### src/rtl/playfield_pixel_shifter_pkg.sv
// Shared graphics definitions for the playfield pixel path.
package playfield_pixel_shifter_pkg;

  localparam int PF_NPLANES = 4;
  localparam int PF_CBITS   = 4;

  // {colour, pixel index} width for the default configuration
  localparam int PFPIX_W = PF_CBITS + PF_NPLANES;

  // Last phase of an 8-pixel tile row; the shifter reloads after it
  localparam logic [2:0] PHASE_WRAP = 3'd7;

  // One tile row: plane p in bits [8p+7:8p], leftmost pixel in the MSB
  typedef logic [8*PF_NPLANES-1:0] tile_row_t;
  typedef logic [PFPIX_W-1:0]      pfpix_t;

  // PFPIX width for a non-default plane/colour configuration
  function automatic int pfpix_width(input int nplanes, input int cbits);
    return nplanes + cbits;
  endfunction

endpackage

### src/rtl/playfield_pixel_shifter_if.sv
// Tile-fetch side and pixel-output side of the playfield shifter.
interface playfield_pixel_shifter_if
  import playfield_pixel_shifter_pkg::*;
#(
  parameter int NPLANES = PF_NPLANES,
  parameter int CBITS   = PF_CBITS
);

  logic                      PFHST_b;
  logic [2:0]                HFINE;
  logic                      GFX_LD;
  logic [8*NPLANES-1:0]      GFX_D;
  logic [CBITS-1:0]          COLOR;
  logic [CBITS+NPLANES-1:0]  PFPIX;
  logic                      PF_TRANS;

  // Video timing / tile fetch logic drives the strobes and data
  modport master (
    output PFHST_b, HFINE, GFX_LD, GFX_D, COLOR,
    input  PFPIX, PF_TRANS
  );

  // The shifter consumes tile data and produces pixels
  modport slave (
    input  PFHST_b, HFINE, GFX_LD, GFX_D, COLOR,
    output PFPIX, PF_TRANS
  );

endinterface

### src/rtl/playfield_pixel_shifter_plane.sv
// One bitplane: 8-bit parallel-load shift register, MSB is the current pixel.
module pf_plane_shift (
  input  logic       i_clk,
  input  logic       i_rst,
  input  logic       i_load,
  input  logic [7:0] i_data,
  output logic       o_msb
);

  logic [7:0] r_sr;

  // Load a new row or shift left, filling with transparent zeros
  always_ff @(posedge i_clk) begin
    // NOTE: sequential state uses non-blocking assignments so every register samples pre-edge values.
    if (i_rst)       r_sr <= '0;
    else if (i_load) r_sr <= i_data;
    else             r_sr <= {r_sr[6:0], 1'b0};
  end

  assign o_msb = r_sr[7];

endmodule

### src/rtl/playfield_pixel_shifter.sv
// Playfield pixel shifter: hold register, per-plane shifters, fine-scroll delay line.
module playfield_pixel_shifter
  import playfield_pixel_shifter_pkg::*;
#(
  parameter int NPLANES = PF_NPLANES,
  parameter int CBITS   = PF_CBITS
) (
  input  logic                        MCKR,
  input  logic                        rst,
  playfield_pixel_shifter_if.slave    pf
);

  localparam int PW = pfpix_width(NPLANES, CBITS);

  logic [2:0]            r_phase;
  logic [8*NPLANES-1:0]  r_hold_d;
  logic [CBITS-1:0]      r_hold_c;
  logic [CBITS-1:0]      r_sh_col;
  logic [2:0]            r_hfine_l;
  logic [PW-1:0]         r_dly [8];
  logic [PW-1:0]         r_pfpix;
  logic                  r_pf_trans;

  logic                  w_load;
  logic [NPLANES-1:0]    w_idx;
  logic [PW-1:0]         w_shout;
  logic [PW-1:0]         w_tap;

  // A line start abandons the current tile and reloads at once
  assign w_load  = (r_phase == PHASE_WRAP) || !pf.PFHST_b;
  assign w_shout = {r_sh_col, w_idx};
  assign w_tap   = r_dly[r_hfine_l];

  // Pixel phase within the tile row; line start realigns it to 0
  always_ff @(posedge MCKR) begin
    if (rst)              r_phase <= '0;
    else if (!pf.PFHST_b) r_phase <= '0;
    else                  r_phase <= r_phase + 3'd1;
  end

  // Hold register: on a load/capture collision the shifter takes the old row
  always_ff @(posedge MCKR) begin
    if (rst) begin
      r_hold_d <= '0;
      r_hold_c <= '0;
    end else if (pf.GFX_LD) begin
      r_hold_d <= pf.GFX_D;
      r_hold_c <= pf.COLOR;
    end
  end

  // Colour travels with the row it was loaded alongside
  always_ff @(posedge MCKR) begin
    if (rst)         r_sh_col <= '0;
    else if (w_load) r_sh_col <= r_hold_c;
  end

  genvar p;
  for (p = 0; p < NPLANES; p++) begin : g_plane
    pf_plane_shift u_plane (
      .i_clk  (MCKR),
      .i_rst  (rst),
      .i_load (w_load),
      .i_data (r_hold_d[8*p +: 8]),
      .o_msb  (w_idx[p])
    );
  end

  // Fine scroll is latched only at line start so it cannot change mid-line
  always_ff @(posedge MCKR) begin
    if (rst)              r_hfine_l <= '0;
    else if (!pf.PFHST_b) r_hfine_l <= pf.HFINE;
  end

  // Delay line advancing every cycle, entry 0 fed from the shifter
  always_ff @(posedge MCKR) begin
    // NOTE: the delay entries are cleared on reset so no stale pixel leaks out after it; this is a small register array, not a RAM.
    if (rst) begin
      r_dly <= '{default: '0};
    end else begin
      r_dly[0] <= w_shout;
      for (int i = 1; i < 8; i++) r_dly[i] <= r_dly[i-1];
    end
  end

  // Output stage: pixel and transparency flag from the same scrolled tap
  always_ff @(posedge MCKR) begin
    if (rst) begin
      r_pfpix    <= '0;
      r_pf_trans <= 1'b1;
    end else begin
      r_pfpix    <= w_tap;
      r_pf_trans <= (w_tap[NPLANES-1:0] == '0);
    end
  end

  assign pf.PFPIX    = r_pfpix;
  assign pf.PF_TRANS = r_pf_trans;

endmodule

### src/flat_wrapper.sv
// flat-port wrapper written by rule: the top's interface ports become plain ports
module playfield_pixel_shifter_flat import playfield_pixel_shifter_pkg::*;
#(
  parameter int NPLANES = PF_NPLANES,
  parameter int CBITS   = PF_CBITS
)
  (MCKR, rst, pf_PFHST_b, pf_HFINE, pf_GFX_LD, pf_GFX_D, pf_COLOR, pf_PFPIX, pf_PF_TRANS);
  playfield_pixel_shifter_if #(.NPLANES(NPLANES), .CBITS(CBITS)) pf_i ();
  input  logic MCKR;
  input  logic rst;
  input wire logic [$bits(pf_i.PFHST_b)-1:0] pf_PFHST_b;
  input wire logic [$bits(pf_i.HFINE)-1:0] pf_HFINE;
  input wire logic [$bits(pf_i.GFX_LD)-1:0] pf_GFX_LD;
  input wire logic [$bits(pf_i.GFX_D)-1:0] pf_GFX_D;
  input wire logic [$bits(pf_i.COLOR)-1:0] pf_COLOR;
  output wire logic [$bits(pf_i.PFPIX)-1:0] pf_PFPIX;
  output wire logic [$bits(pf_i.PF_TRANS)-1:0] pf_PF_TRANS;
  assign pf_i.PFHST_b = pf_PFHST_b;
  assign pf_i.HFINE = pf_HFINE;
  assign pf_i.GFX_LD = pf_GFX_LD;
  assign pf_i.GFX_D = pf_GFX_D;
  assign pf_i.COLOR = pf_COLOR;
  assign pf_PFPIX = pf_i.PFPIX;
  assign pf_PF_TRANS = pf_i.PF_TRANS;
  playfield_pixel_shifter #(.NPLANES(NPLANES), .CBITS(CBITS)) u_core (.MCKR(MCKR), .rst(rst), .pf(pf_i));
endmodule
### config.mk
export PLATFORM = sky130hd
export DESIGN_NAME = playfield_pixel_shifter_flat
export DESIGN_NICKNAME = d
export VERILOG_FILES = /design/src/rtl/playfield_pixel_shifter_pkg.sv /design/src/rtl/playfield_pixel_shifter_if.sv /design/src/rtl/playfield_pixel_shifter_plane.sv /design/src/rtl/playfield_pixel_shifter.sv /design/src/flat_wrapper.sv
export SDC_FILE = /design/constraint.sdc
export NUM_CORES = 1
export LEC_CHECK = 0
export ABC_AREA = 0
export BUFFER_PORTS_ARGS = -buffer_cell sky130_fd_sc_hd__buf_2
export CORE_MARGIN = 10
export CORE_UTILIZATION = 35
export DETAILED_ROUTE_END_ITERATION = 7
export GPL_ROUTABILITY_DRIVEN = 0
export PLACE_DENSITY = 0.59
export SLEW_MARGIN = 20
export SYNTH_ARGS = -nofsm -noshare
export SYNTH_HDL_FRONTEND = slang
export SYNTH_HIERARCHICAL = 1
export SYNTH_SLANG_ARGS = --single-unit
### constraint.sdc
create_clock -name MCKR -period 1.8 [get_ports MCKR]
set_clock_uncertainty 0.15 [all_clocks]
set_input_delay 0.36 -clock MCKR [delete_from_list [all_inputs] [get_ports MCKR]]
set_output_delay 0.36 -clock MCKR [all_outputs]
set_load 0.02 [all_outputs]
==> impl_metrics.ini <==
[run_status]
outcome = finished clean

[die]
core.rowCount = 44
fp.dieH_um = 142
num_io_pins = 52
die_x_um = 142
coreArea_um2 = 14600
die_area_um2 = 20200
initial_core_util = 0.358

[synth]
syn_area_um2 = 5220
syn_nets = 477
synth_top_cell_by_area = dfxtp_1
synth_cell_types = 17
yosysTopAreaCellShare = 0.579
synth_area_leaders = dfxtp_1 58%, mux2i_1 15%, nor2b_1 7.7%
syn-mean-instance-area_um2 = 12.1
syn_inst = 432
ys_seq_elements = 151
ys_warn_count = 6
seq_area_frac_synth = 0.579

[layout]
final_common_cell = dfxtp_1
layout.nets = 525
n_antenna_cell = 0
drive_gt1_frac = 0.197
syn2layout_area_growth_pct = 18.8
layout_common_cells = 151 x dfxtp_1, 79 x nor2_1, 78 x mux2i_1

[sta]
slew_headroom = 0.640
fin_crit_sh = 0.967
rsz0062_at_grt = false
hold_viol = 0
worst_pin_slew_ns = 0.540
period_needed_ns = 1.74
hold_ws_ns = 0.0317
tns_ns = 0
setup_viol_count_final = 0
maxSlewViolCount = 0
fmax_mhz = 574

[grt]
grt_pass1_wl_um = 15000
grt_util_all_layers = 0.0935
grt_max_degree = 72
antenna_found_initial = 0
globalRoute.totalOverflow = 0
grt_pass1_vias = 3085

[critical_path]
cpMaxStageDelayCell = mux4_1
cp.required_ns = 2.00
end_kind = register
rrSetupSlack_ns = 0.06
worstSetupStartpointType = register
cp-startpoint = u_core/r_hfine_l[0]
crit_buf_inv = 1
endpoint = u_core/pf.PF_TRANS
path_cells = buf_12 -> mux4_1 -> mux2i_2 -> a41o_1
r2r_end = u_core/pf.PF_TRANS
reg2reg_depth = 4
max_stage_delay_ns = 0.57
reg2reg_from = u_core/r_hfine_l[0]
cp_max_fo = 14
path_delay_family = multiplexers
critPathArrivalTime_ns = 1.94
path_class = reg2reg
worstSetupPathDepth = 4

[clocking]
root_buffer = clkbuf_16
cts_sinks = 151
worstSkewPairLatency_ns = 0.41
clk_pin_slew_ns = 0.06
cts_resized = 0
cts_buffers = 17
h-tree-depth = 4
cts_setup_buffers = 0
cts_tree = done
postCtsHoldBufs = 0
clockBufferDepth = 2

[drt]
routed_wl_um = 8870
drt-pass1-iter-count = 4
num_vias = 2977
wl_per_cell_um = 13.1
vias_per_cell = 4.40
drc = 0
ant_nets = 0
drt_iter0_markers = 158

[power]
p_total_mw = 7.10
peakVddDrop_mv = 0.738
leakage_nw = 2.76
p_per_area_nw_per_um2 = 1140

[hold_path]
hp-class = in2reg

[placement]
io_buffers = 51
dpl.hpwl_um = 5640

[job]
drv_cap = 0
-- kinds of logic (layout without fill, tap and decap cells) --
logic type / after synthesis / count (layout) / synth area share
AOI/OAI and AO/OA: 1 / 1 / 0.00192
adders and majority gates: 2 / 2 / 0.00479
buffers and inverters: 32 / 92 / 0.0359
muxes: 95 / 95 / 0.231
and+or+nand+nor: 151 / 151 / 0.147
DFF: 151 / 151 / 0.579
-- report_power, final --
group	internal, mW	switching [mW]	total (mW)	leakage (nW)
combinational	0.178	0.182	0.360	1.26
clock	1.99	1.28	3.26	0.275
sequential	3.44	0.0434	3.48	1.23
total	5.60	1.50	7.10	2.76
-- cells in the mapped netlist (all sizes together) --
cell type	count
mux2i	79
dfxtp	151
buf	13
clkbuf	19
a41o	1
nand2b	1
and3b	6
ha	2
nor3b	1
mux4	16
nor2	79
nor2b	64
-- registers in the layout (all words and copies together), names as in the netlist --
| name | cells |
|---|---|
| u_core/pf.PFPIX | 8 |
| u_core/pf.PF_TRANS | 1 |
| u_core/r_hold_c | 4 |
| u_core/r_hold_d | 32 |
| u_core/r_hfine_l | 3 |
| u_core/g_plane.u_plane/r_sr | 32 |
| u_core/r_sh_col | 4 |
| u_core/r_phase | 3 |
| u_core/r_dly | 64 |
-- routing by layer --
metal | vias up | routed length [µm] | track usage
met4 | 0 | 170 | 0.0500
met3 | 12 | 464 | 0.0401
met5 | - | 0 | 0
met1 | 1371 | 4410 | 0.116
li1 | 1544 | - | -
met2 | 50 | 3820 | 0.134
-- worst reg2reg max path, stage by stage (launching register included) --
cell and delay (ns):
dfxtp_1 0.38, buf_12 0.17, mux4_1 0.58, mux2i_2 0.20, a41o_1 0.19
-- metrics by stage --
stage                     area [µm²]  setup slack [ns]  utilization  std cells
after detailed placement        5650            0.0615        0.387        645
after floorplan                 5220            0.0964            -        432
after global routing            6200          0.000156        0.425        676
final                           6200            0.0592        0.425        676
after CTS                       6200            0.0413        0.425        676
after global placement          5650            0.0929        0.387        645
-- worst min path at each step --
stage	from	end	slack, ns	cells after the start
detailed placement	u_core/r_phase[0]	u_core/r_phase[0]	0.27	1
global placement	u_core/r_phase[0]	u_core/r_phase[0]	0.26	1
finish	pf_GFX_D[12]	u_core/r_hold_d[12]	0.03	3
floorplan	u_core/r_phase[0]	u_core/r_phase[0]	0.25	1
CTS	pf_GFX_D[12]	u_core/r_hold_d[12]	0.01	3
global route	pf_GFX_D[17]	u_core/r_hold_d[17]	0.02	3
-- final cells by class --
cell class / count / area, µm²
sequential: 151 / 3020
clock buffer: 22 / 474
multi-input combinational: 249 / 2020
timing repair buffer: 61 / 383
fill: 1355 / 8390
tap: 184 / 230
clock inverter: 9 / 76.3
No activity file was read; power rests on OpenSTA's default activity.
